===== src/rtl/rr_arb_mux.sv =====
// rr_arb_mux: N-channel valid/ready round-robin arbiter into one output register.
// Ports: clk, reset (sync, active-high); in_valid/in_data/in_ready per channel
// (channel i at in_data[i*XLEN +: XLEN]); out_valid/out_data/out_sel/out_ready.
// Define RR_ARB_MUX_FIXED_PRIO_EN for fixed lowest-index-wins priority (no ptr).
module rr_arb_mux #(
  parameter int XLEN = 32,
  parameter int N    = 4,
  localparam int SELW = (N > 1) ? $clog2(N) : 1
) (
  input  logic              clk,
  input  logic              reset,
  input  logic [N-1:0]      in_valid,
  input  logic [N*XLEN-1:0] in_data,
  output logic [N-1:0]      in_ready,
  output logic              out_valid,
  output logic [XLEN-1:0]   out_data,
  output logic [SELW-1:0]   out_sel,
  input  logic              out_ready
);

  logic            valid_q, valid_d;
  logic [XLEN-1:0] data_q, data_d;
  logic [SELW-1:0] sel_q, sel_d;

  logic            win_vld;
  logic [SELW-1:0] win_idx;
  logic [SELW:0]   cand;
  logic            load_en;
  logic            xfer;

`ifndef RR_ARB_MUX_FIXED_PRIO_EN
  logic [SELW-1:0] ptr_q, ptr_d;
`endif

  // Walk channels starting at ptr; one spare bit lets ptr+k exceed N
  // before the single subtract folds it back (no power-of-two wrap).
  always_comb begin
    win_vld = 1'b0;
    win_idx = '0;
    cand    = '0;
    for (int k = 0; k < N; k++) begin
`ifdef RR_ARB_MUX_FIXED_PRIO_EN
      cand = (SELW+1)'(k);
`else
      cand = {1'b0, ptr_q} + (SELW+1)'(k);
      if (cand >= (SELW+1)'(N)) begin
        cand = cand - (SELW+1)'(N);
      end
`endif
      if (!win_vld && in_valid[cand[SELW-1:0]]) begin
        win_vld = 1'b1;
        win_idx = cand[SELW-1:0];
      end
    end
  end

  assign load_en = !valid_q || out_ready;
  assign xfer    = load_en && win_vld && !reset;

  always_comb begin
    in_ready = '0;
    for (int i = 0; i < N; i++) begin
      in_ready[i] = xfer && (win_idx == SELW'(i));
    end
  end

  always_comb begin
    valid_d = valid_q;
    data_d  = data_q;
    sel_d   = sel_q;
    if (xfer) begin
      valid_d = 1'b1;
      data_d  = in_data[int'(win_idx)*XLEN +: XLEN];
      sel_d   = win_idx;
    end else if (load_en) begin
      valid_d = 1'b0;
    end
  end

  always_ff @(posedge clk) begin
    if (reset) begin
      valid_q <= 1'b0;
      data_q  <= '0;
      sel_q   <= '0;
    end else begin
      valid_q <= valid_d;
      data_q  <= data_d;
      sel_q   <= sel_d;
    end
  end

`ifndef RR_ARB_MUX_FIXED_PRIO_EN
  // Priority moves only on a real transfer, so idle cycles keep it.
  always_comb begin
    ptr_d = ptr_q;
    if (xfer) begin
      ptr_d = (win_idx == SELW'(N-1)) ? '0 : win_idx + SELW'(1);
    end
  end

  always_ff @(posedge clk) begin
    if (reset) begin
      ptr_q <= '0;
    end else begin
      ptr_q <= ptr_d;
    end
  end
`endif

  assign out_valid = valid_q;
  assign out_data  = data_q;
  assign out_sel   = sel_q;

endmodule


===== config.mk =====
export PLATFORM = sky130hd
export DESIGN_NAME = rr_arb_mux
export DESIGN_NICKNAME = d
export VERILOG_FILES = /design/src/rtl/rr_arb_mux.sv
export SDC_FILE = /design/constraint.sdc
export NUM_CORES = 1
export LEC_CHECK = 0
export BUFFER_PORTS_ARGS = -buffer_cell sky130_fd_sc_hd__buf_2
export CORE_AREA = 2 2 63 89
export CTS_CLUSTER_SIZE = 10
export DETAILED_ROUTE_END_ITERATION = 10
export DIE_AREA = 0 0 65 91
export MAX_ROUTING_LAYER = met4
export PLACE_DENSITY = 0.84
export SLEW_MARGIN = 20
export SYNTH_ARGS = -nofsm -noshare
export SYNTH_HDL_FRONTEND = slang
export SYNTH_SLANG_ARGS = --single-unit
export TNS_END_PERCENT = 20

===== constraint.sdc =====
create_clock -name clk -period 5 [get_ports clk]
set_input_delay 0.5 -clock clk [delete_from_list [all_inputs] [get_ports clk]]
set_output_delay 0.5 -clock clk [all_outputs]
set_load 0.01 [all_outputs]

==> flow_metrics.tcl <==
set metrics [dict create \
    dpl_cell_area_sq_um 2980 \
    yosys_warnings 0 \
    design_area_sq_um 3070 \
    synth_edf_count 0 \
    ios 174 \
    grt_antenna_before_repair 0 \
    period_needed_ns 2.70 \
    crit_chain "buf_2 -> nand2b_1 -> a21oi_1 -> o32a_2 -> inv_1 -> nor2_1 -> buf_2" \
    synth_common_cells "mux2i_1 (66), dfxtp_1 (37), nand2_1 (34)" \
    reg2regPathDepth 6 \
    grt_pass1_wl_microns 10500 \
    antenna_left 0 \
    rr_startpoint "ptr_q[0]" \
    power_density_nw_per_um2 306 \
    setup_viol 0 \
    numPlacedInstances 444 \
    wl_per_cell_microns 15.3 \
    hold_class "reg2reg" \
    drcViolationCount 0 \
    grt_overflow 0 \
    fin_crit_sh_pct 53.9 \
    yosysTopAreaCell "dfxtp_1" \
    clk_latency_ns 0.28 \
    synthesis.area_sq_um 2090 \
    slew_viol_final 0 \
    gp_congestion 0.855 \
    syn_to_final_growth_pct 46.8 \
    required_ns 4.50 \
    setup.worst_path.start "in_valid[1]" \
    cts-hold-fix-buffers 0 \
    syn-num-nets 353 \
    skew_ns 0.00553 \
    status "completed" \
    cellLeakagePower_nw 1.58 \
    wl_microns 6900 \
    viasPerCell 5.26 \
    path_clk_slew_ns 0.07 \
    grt_max_degree 39 \
    syn_avg_cell_area_sq_um 9.60 \
    regToRegSetupSlack_ns 2.62 \
    ir_drop_v 0.000196 \
    fillers 487 \
    drt_iter0_drc 151 \
    initial_core_util_pct 41.2 \
    vias 2378 \
    nNetsFinal 520 \
    dieHeight_microns 91 \
    crit_path_top_delay_cell "o32a_2" \
    cts_buffers 5 \
    dieArea_sq_um 5920 \
    yosysSeqAreaShare_pct 35.4 \
    tightest_slew_ns 1.02 \
    cts_resized 0 \
    ys_types 21 \
    cpMostUsedCell "buf_2" \
    slew-limit-headroom_pct 32.1 \
    synth_top_area_share_pct 35.4 \
    crit_type "in2out" \
    cp-end-kind "output port" \
    die_x_microns 65 \
    holdWs_ns 0.456 \
    dp_hpwl_microns 5440 \
    root_buffer "clkbuf_8" \
    min_path_cells 2 \
    maxCapViolCount 0 \
    finalHoldViolations 0 \
    synth_seq_cells 37 \
    floorplan.rows 31 \
    fin_cells 452 \
    max_freq_mhz 371 \
    cp_top_family "compound AO/OA/AOI/OAI gates" \
    start_kind "input pin" \
    reg2reg_to "out_data[13]" \
    post_cts_buffers 0 \
    p_total_uw 939 \
    async_flop_share_pct 0 \
    first_global_vias 2369 \
    cts_tree "built" \
    syn_inst 218 \
    timing.hold.worst.start "out_data[4]" \
    finalSetupTns_ns 0 \
    grtUsageTotal_pct 23.2 \
    cp_num_buf_inv 3 \
    yosysMostFrequentCell "mux2i_1" \
    hold_end "out_data[4]" \
    core_sq_um 5080 \
    critical_path.max_fanout 38 \
    cp.arrival_ns 2.20 \
    clock_path_buffers 2 \
    synthFlopType "dfxtp_1" \
    drive_gt1_share_pct 49.1 \
    h-tree-depth 2 \
    rsz0062_at_grt "no" \
    yosys-top-cells-area "dfxtp_1 (35%), mux2i_1 (32%), o221ai_1 (13%)" \
    max_stage_delay_ns 0.85 \
    drtPass1Iterations 4 \
    port_buffers 173 \
    cts_sinks 37 \
]
[layout make-up]
class	count	area [sq um]	area share [%]
flip-flops and latches	37	741	24.1
multi-input cells	161	1250	40.7
repair buffers	178	903	29.4
diodes	1	2.50	0.0815
well taps	66	82.6	2.69
clock buffers	7	86.3	2.81
inverters	2	7.51	0.244
[where the power goes]
group / total, mW / internal (mW) / switching, mW / leakage [nW]
Clock: 0.207 / 0.109 / 0.0981 / 0.0443
Sequential: 0.376 / 0.348 / 0.0283 / 0.307
Combinational: 0.355 / 0.175 / 0.180 / 1.23
Total: 0.939 / 0.632 / 0.307 / 1.58
[routing by layer]
| metal | vias to the layer above | track usage (%) | wire length [microns] |
|---|---|---|---|
| li1 | 1151 | - | - |
| met1 | 1110 | 24.3 | 2500 |
| met2 | 107 | 42.3 | 3780 |
| met3 | 10 | 4.58 | 498 |
| met4 | 0 | 7.98 | 126 |
| met5 | - | - | 0 |
[worst max path at each step]
stage	end	slack [ns]	cells after the start
4_1_cts	in_ready[3]	2.28	7
5_1_grt	in_ready[3]	2.15	7
3_3_place_gp	out_data[13]	2.31	7
6_report	in_ready[3]	2.30	7
3_5_place_dp	out_data[13]	2.23	7
2_1_floorplan	in_ready[0]	2.84	7
[worst min-delay path, stage by stage, from the launching register on]
cell      delay (ns)
dfxtp_1         0.32
nand2_1         0.05
o221ai_1        0.05
[cells by family (layout without fill, tap and decap cells)]
kind of cell	after synthesis	after routing	share of synthesized area (%)
AO/OA/AOI/OAI	41	41	17.0
buffers and inverters	20	187	5.08
flip-flops	37	37	35.4
multiplexers	66	66	31.6
XOR/XNOR	1	1	0.419
AND/OR/NAND/NOR	53	53	10.5
other	0	1	0
[registers in the layout, summed over array words and instances (netlist names)]
signal     cells
out_sel        2
out_data      32
ptr_q          2
out_valid      1
[cells in the final DEF, fill, tap and decap left out, drive strengths merged, types with 2 or more instances in the layout]
cell    instances
dfxtp          37
clkbuf          7
nor2           11
mux2i          66
o221ai         32
nor2b           4
a21oi           3
inv             2
nand2b          2
a211oi          2
buf           178
nand2          34
[per-stage QoR]
| step | setup WS [ns] | utilization, % |
|---|---|---|
| finish | 2.30 | 60.5 |
| global route | 2.15 | 60.4 |
| CTS | 2.28 | 60.4 |
| detailed placement | 2.23 | 58.7 |
| global placement | 2.31 | 58.7 |
| floorplan | 2.84 | - |
Power figures use the tool's default switching activity.
